==> config.mk <==
export PLATFORM = sky130hd
export DESIGN_NAME = uart_rx_cfg
export DESIGN_NICKNAME = d
export VERILOG_FILES = /design/src/rtl/uart_pkg.sv /design/src/rtl/uart_sync_in.sv /design/src/rtl/uart_rx_cfg.sv
export SDC_FILE = /design/constraint.sdc
export NUM_CORES = 1
export LEC_CHECK = 0
export ABC_AREA = 1
export CELL_PAD_IN_SITES_DETAIL_PLACEMENT = 1
export CELL_PAD_IN_SITES_GLOBAL_PLACEMENT = 1
export CORE_ASPECT_RATIO = 0.6
export CORE_UTILIZATION = 40
export DETAILED_ROUTE_END_ITERATION = 7
export PLACE_DENSITY_LB_ADDON = 0.1
export SLEW_MARGIN = 40
export SYNTH_ARGS = -nofsm -noshare
export SYNTH_HDL_FRONTEND = slang
export SYNTH_SLANG_ARGS = --single-unit
==> constraint.sdc <==
create_clock -name clk -period 1.7 [get_ports clk]
set_clock_uncertainty 0.05 [all_clocks]
set_input_delay 0.17 -clock clk [delete_from_list [all_inputs] [get_ports clk]]
set_output_delay 0.17 -clock clk [all_outputs]
set_load 0.01 [all_outputs]
==> src/rtl/uart_pkg.sv <==
// Shared definitions for the configurable UART receiver: FSM state encoding,
// parity-mode constants and the expected-parity helper.
package uart_pkg;

  typedef enum logic [2:0] {
    ST_IDLE   = 3'd0,
    ST_START  = 3'd1,
    ST_DATA   = 3'd2,
    ST_PARITY = 3'd3,
    ST_STOP   = 3'd4
  } uart_state_e;

  localparam int PAR_NONE = 0;
  localparam int PAR_EVEN = 1;
  localparam int PAR_ODD  = 2;

  // Parity bit the transmitter should have sent, given the XOR of the data bits.
  function automatic logic parity_expected(input int mode, input logic data_xor);
    return (mode == PAR_ODD) ? ~data_xor : data_xor;
  endfunction

endpackage

==> src/rtl/uart_sync_in.sv <==
// Multi-flop synchroniser for the asynchronous RX line. Resets to 1 so the
// line reads as idle until real samples propagate through.
module uart_sync_in #(
  parameter int SYNC_STAGES = 2
) (
  input  logic clk,
  input  logic reset,
  input  logic d,
  output logic q
);

  logic [SYNC_STAGES-1:0] stages;

  // Shift the raw line through the synchroniser chain.
  always_ff @(posedge clk) begin
    if (reset) stages <= '1;
    else       stages <= {stages[SYNC_STAGES-2:0], d};
  end

  assign q = stages[SYNC_STAGES-1];

endmodule

==> src/rtl/uart_rx_cfg.sv <==
// Parametrised oversampling UART receiver. Frames of DATA_BITS data bits
// (LSB first), optional even/odd parity and 1 or 2 stop bits are assembled
// and offered downstream on data_valid/data_ready.
//
// Handshake: data_valid rises with a new word and stays high, with data_out,
// parity_err and frame_err stable, until a cycle where data_valid && data_ready
// is seen at posedge clk; that cycle is the transfer. data_ready may be driven
// combinationally from anything except data_valid-dependent loops in the consumer.
module uart_rx_cfg
  import uart_pkg::*;
#(
  parameter int CLKS_PER_BIT = 16,
  parameter int DATA_BITS    = 8,
  parameter int PARITY       = 1,
  parameter int STOP_BITS    = 1,
  parameter int SYNC_STAGES  = 2
) (
  input  logic                 clk,
  input  logic                 reset,
  input  logic                 serial_in,
  output logic [DATA_BITS-1:0] data_out,
  output logic                 data_valid,
  input  logic                 data_ready,
  output logic                 parity_err,
  output logic                 frame_err,
  output logic                 overrun_err,
  output logic                 break_det,
  output logic                 busy,
  output logic [2:0]           state_dbg
);

  localparam int CNT_W = $clog2(CLKS_PER_BIT);
  localparam int BIT_W = $clog2(DATA_BITS + 1);
  localparam logic [CNT_W-1:0] HALF_M1  = CNT_W'(CLKS_PER_BIT / 2 - 1);
  localparam logic [CNT_W-1:0] FULL_M1  = CNT_W'(CLKS_PER_BIT - 1);
  localparam logic [BIT_W-1:0] LAST_BIT = BIT_W'(DATA_BITS - 1);
  localparam logic             LAST_STOP = 1'(STOP_BITS - 1);

  uart_state_e          state;
  logic                 rx;
  logic                 armed;
  logic [CNT_W-1:0]     cnt;
  logic [BIT_W-1:0]     bit_idx;
  logic                 stop_idx;
  logic [DATA_BITS-1:0] shreg;
  logic                 zero_acc;  // every sampled bit of this frame so far was 0
  logic                 par_acc;   // parity mismatch seen
  logic                 frm_acc;   // a stop bit sampled 0
  logic                 done_q;    // frame finished last cycle; deliver now
  logic                 pend_brk;
  logic                 pend_frm;

  uart_sync_in #(.SYNC_STAGES(SYNC_STAGES)) u_sync (
    .clk   (clk),
    .reset (reset),
    .d     (serial_in),
    .q     (rx)
  );

  // Frame-sampling FSM plus the output register and handshake.
  always_ff @(posedge clk) begin
    if (reset) begin
      state       <= ST_IDLE;
      armed       <= 1'b0;
      cnt         <= '0;
      bit_idx     <= '0;
      stop_idx    <= 1'b0;
      shreg       <= '0;
      zero_acc    <= 1'b0;
      par_acc     <= 1'b0;
      frm_acc     <= 1'b0;
      done_q      <= 1'b0;
      pend_brk    <= 1'b0;
      pend_frm    <= 1'b0;
      data_out    <= '0;
      data_valid  <= 1'b0;
      parity_err  <= 1'b0;
      frame_err   <= 1'b0;
      overrun_err <= 1'b0;
      break_det   <= 1'b0;
    end else begin
      done_q      <= 1'b0;
      overrun_err <= 1'b0;
      break_det   <= 1'b0;

      case (state)
        ST_IDLE: begin
          cnt <= '0;
          // A start is only taken once the line has been seen idle-high,
          // which keeps a held-low break from retriggering.
          if (rx) armed <= 1'b1;
          else if (armed) state <= ST_START;
        end
        ST_START: begin
          if (cnt == HALF_M1) begin
            cnt <= '0;
            if (rx) begin
              state <= ST_IDLE;
            end else begin
              state    <= ST_DATA;
              bit_idx  <= '0;
              stop_idx <= 1'b0;
              zero_acc <= 1'b1;
              par_acc  <= 1'b0;
              frm_acc  <= 1'b0;
            end
          end else begin
            cnt <= cnt + CNT_W'(1);
          end
        end
        ST_DATA: begin
          if (cnt == FULL_M1) begin
            cnt      <= '0;
            shreg    <= {rx, shreg[DATA_BITS-1:1]};
            zero_acc <= zero_acc & ~rx;
            bit_idx  <= bit_idx + BIT_W'(1);
            if (bit_idx == LAST_BIT)
              state <= (PARITY != PAR_NONE) ? ST_PARITY : ST_STOP;
          end else begin
            cnt <= cnt + CNT_W'(1);
          end
        end
        ST_PARITY: begin
          if (cnt == FULL_M1) begin
            cnt      <= '0;
            par_acc  <= (rx != parity_expected(PARITY, ^shreg));
            zero_acc <= zero_acc & ~rx;
            state    <= ST_STOP;
          end else begin
            cnt <= cnt + CNT_W'(1);
          end
        end
        ST_STOP: begin
          if (cnt == FULL_M1) begin
            cnt      <= '0;
            zero_acc <= zero_acc & ~rx;
            frm_acc  <= frm_acc | ~rx;
            if (stop_idx == LAST_STOP) begin
              state    <= ST_IDLE;
              armed    <= 1'b0;
              done_q   <= 1'b1;
              pend_brk <= zero_acc & ~rx;
              pend_frm <= frm_acc | ~rx;
            end else begin
              stop_idx <= 1'b1;
            end
          end else begin
            cnt <= cnt + CNT_W'(1);
          end
        end
        default: state <= ST_IDLE;
      endcase

      if (data_valid && data_ready) data_valid <= 1'b0;

      // Deliver a finished frame; a transfer in the same cycle frees the slot.
      if (done_q) begin
        if (pend_brk) begin
          break_det <= 1'b1;
        end else if (data_valid && !data_ready) begin
          overrun_err <= 1'b1;
        end else begin
          data_out   <= shreg;
          parity_err <= par_acc;
          frame_err  <= pend_frm;
          data_valid <= 1'b1;
        end
      end
    end
  end

  assign busy      = (state != ST_IDLE);
  assign state_dbg = state;

endmodule

==> impl_results.md <==
* Result of the run: finished clean
* Met3 usage at 0.0492
* Cells traversed along the worst timing path: ha_2 -> nand2_4 -> nor2_4 -> inv_2 -> nand2_2 -> nand2_2 -> nor3_4 -> nand4_1 -> nand2_1 -> nor2_1
* Clk Tree Root Cell: clkbuf_8
* Synth async-reset ratio at 0
* Post-detailed-route count of antenna-violating nets at 0
* Maximum capacitance violations at 0
* Source-to-sink clock delay at the later pin of the worst-skew pair at 0.30 ns
* Worst setup slack for register-to-register paths at 0.11 ns
* Layout Area Growth over Synthesis at 24.1%
* Vias after detailed routing at 1769
* Final layout net count at 297
* Number of inserted diodes at 0
* Dominant synthesized flop cell: dfxtp_1
* Number of hold-slack violations in the final timing report at 0
* Min Hold Slack at 0.372 ns
* Pint at 1.62 mW
* Most frequent cell on the critical path: nand2_2
* Part of the power in registers at 0.451
* Longest individual stage delay on the worst path at 0.36 ns
* Buffer levels on the longest clock path at 2
* Reg2Reg Depth at 10
* Buffers plus inverters on the worst setup path at 1
* Critical R2R Capture: state_dbg[1]
* Cts-stage hold buffer count at 0
* RSZ-0062 raised after global routing: false
* Via density per instance at 4.98
* Number of I/O port buffers at 20
* Worst hold path depth at 1
* Worst relative slew slack at 0.763
* #FFs+latches synth at 41
* Kind of cell adding the most delay to the critical path: simple AND/OR/NAND/NOR gates
* Sort of element at the start of the critical path: flip-flop
* Placed Area at 0.00227 mm^2
* DRC Markers at 0
* Width of the die at 91.9 um
* Proportion of total power due to net switching at 0.330
* GRT overflow at 0
* Initial antenna violation count at 0
* Core footprint at 0.00461 mm^2
* Number of enable flip-flop cells after synthesis at 0
* Reg-to-Reg Start: cnt[0]
* Total Wirelength at 4890 um
* RD Place Congestion at 0.822
* Critical-path top delay cell: dfxtp_2
* Share of layout cells above drive strength 1 at 0.182
* Critical path required time at 1.85 ns
* Busiest grt layer: met1
* Type of the worst min-delay path: reg -> reg
* Net count after synthesis at 267
* Post-detailed-placement half-perimeter wirelength at 3580 um
* Count of pins on the block boundary at 21
* Met1 Usage GRT at 0.315
* Fin crit period at 1.59 ns
* Synth Area per Inst at 7.43 um^2
* CTS H-tree lvls at 2
* Setup violators final at 0
* Pre-Repair DR Iteration Count at 4
* Wire length per cell at 13.8 um
* Global-route wire length before repair at 8290 um
* Fill cells at 583
* DR iter-0 viols at 51
* Share of power burned in the clock network at 0.300
* Number of warnings issued by yosys at 0
* Worst-case hold path end point: u_sync.stages[1]
* Final cycle utilization of the critical path at 0.936
* Max VDD drop at 0.543 mV
* Largest net degree at the start of global routing at 20
* Library cell with the largest summed area after synthesis: dfxtp_1
* Start point of the worst min-delay path: u_sync.stages[0]
* Beginning of the critical path: cnt[0]
* Count of clock tree sinks at 41
* Number of different library cells in the post-synthesis netlist at 38
* Register area share after synthesis at 0.423
* Clock transition at the register clock pins on the worst setup and hold paths after CTS at 0.08 ns
* Combinational power share at 0.249
* Layout Cell Area excl Fill at 0.00241 mm^2
* Number of global-route vias before repair at 1699
* Net switching power at 0.800 mW
* Endpoint class of the critical path: flip-flop
* Slew at the pin closest to its max-slew limit at 0.354 ns
* Critical path type: reg -> reg
* Effective utilization at floorplan at 0.421
* Netlist area before placement at 0.00194 mm^2
* Post-CTS Setup Inserts at 0
* Die Footprint at 0.00514 mm^2
* Number of CTS-inserted buffers at 5
* GR Layer Usage met2 at 0.297
* Overall fraction of global-route tracks in use at 0.210
* Top cells by area in the synthesized netlist: dfxtp_1, a21oi_1, nand2_1
* Critical path data arrival time at 1.74 ns
* Clock tree from TritonCTS: done
* Floorplan die height at 55.9 um
* Worst-path maximum fanout at 4
* Number of rows created at floorplan at 19
* Highest clock frequency the design can meet at 628 MHz
* Top cell type's share of synthesized area at 0.423
* Synthesized instance count at 261
* PD cells at 1010 mW/mm^2
* Leakage at 0.993 nW
* Number of max-slew violations in the final report at 0
[layout by cell type (no fill, tap or decap), drive strengths merged, types with 2 or more instances in the layout]
| cell type | Yosys | layout |
|---|---|---|
| nor2 | 34 | 34 |
| buf | 3 | 9 |
| inv | 37 | 37 |
| clkbuf | 3 | 7 |
| or2 | 2 | 2 |
| nand2 | 49 | 49 |
| nand3 | 11 | 11 |
| ha | 2 | 2 |
| nor3 | 5 | 5 |
| dfxtp | 41 | 41 |
| clkdlybuf4s50 | 0 | 19 |
| a21oi | 33 | 33 |
| nand4 | 2 | 2 |
| o21ai | 30 | 30 |
[sequential cells by signal, summed over array words and instances, names as in the netlist, 2 cells and up]
register       count
cnt                4
u_sync.stages      2
shreg              8
data_out           8
bit_idx            4
state_dbg          3
[worst register-to-register path, delay by kind of cell (launching register included)]
kind	cells	cell delay (ns)
and+or+nand+nor	8	0.78
DFF	1	0.36
adders and majority gates	1	0.21
buffers and inverters	1	0.09
[cell type report]
type	instances	area [um^2]	share of cell area
repair buffers	29	279	0.116
multi-input cells	177	971	0.404
flip-flops and latches	41	835	0.347
clock inverters	1	5.00	0.00208
well taps	63	78.8	0.0328
inverters	37	141	0.0588
clock buffers	7	96.3	0.0400
[power groups by stage]
stage / Sequential, mW / Combinational, mW / Clock [mW]
4_1_cts: 1.09 / 0.595 / 0.743
3_3_place_gp: 1.10 / 0.591 / 0
6_report: 1.09 / 0.603 / 0.727
2_1_floorplan: 1.10 / 0.428 / 0
3_5_place_dp: 1.10 / 0.600 / 0
5_1_grt: 1.10 / 0.666 / 0.786
[how the worst max path moves through the flow]
stage                              end  slack, ns  cells past startpoint
after CTS                 state_dbg[1]       0.05                     10
final                     state_dbg[1]       0.11                     10
after floorplan             bit_idx[3]       0.17                      9
after global routing      state_dbg[1]       0.02                     10
after detailed placement  state_dbg[1]     -0.003                     10
after global placement    state_dbg[1]       0.09                     10
[per-stage QoR]
| stage | setup slack [ns] | std cells | utilization | power [mW] | setup TNS (ns) |
|---|---|---|---|---|---|
| global placement | 0.0865 | 347 | 0.492 | 1.69 | 0 |
| floorplan | 0.171 | 261 | - | 1.52 | 0 |
| finish | 0.108 | 355 | 0.522 | 2.42 | 0 |
| detailed placement | -0.00308 | 347 | 0.492 | 1.70 | -0.00308 |
| global route | 0.0165 | 355 | 0.522 | 2.55 | 0 |
| CTS | 0.0549 | 355 | 0.517 | 2.43 | 0 |
[synthesized netlist by cell type (2+ instances only)]
cell / instances
nor2_4: 3
nand2_2: 5
o21ai_0: 26
nand4_1: 2
inv_2: 4
nor2_2: 2
nand2_1: 42
clkbuf_1: 3
nand3_1: 9
nand2_4: 2
nor3_1: 3
dfxtp_1: 41
inv_1: 32
o21ai_4: 2
or2_2: 2
ha_1: 2
nor2_1: 29
a21oi_1: 32
[cells by family after synthesis]
| logic type | count (synthesis) | synth area share |
|---|---|---|
| AND/OR/NAND/NOR | 105 | 0.271 |
| AO/OA/AOI/OAI | 69 | 0.201 |
| buffers and inverters | 43 | 0.0871 |
| flip-flops | 41 | 0.423 |
| adder cells (fa/ha/maj) | 2 | 0.0129 |
| XOR/XNOR | 1 | 0.00452 |
[metal layers]
layer | part of all wire | vias up
met3 | 0.034 | 8
met1 | 0.55 | 830
met2 | 0.40 | 22
li1 | - | 909
met4 | 0.011 | 0
met5 | 0 | -
[what timing repair did]
item | 4_1_cts | 5_1_grt
endpoints found under the setup margin | 4 | 3
gates cloned | 0 | 0
gates resized for setup | 8 | 6
(Power assumes the default switching activity.)
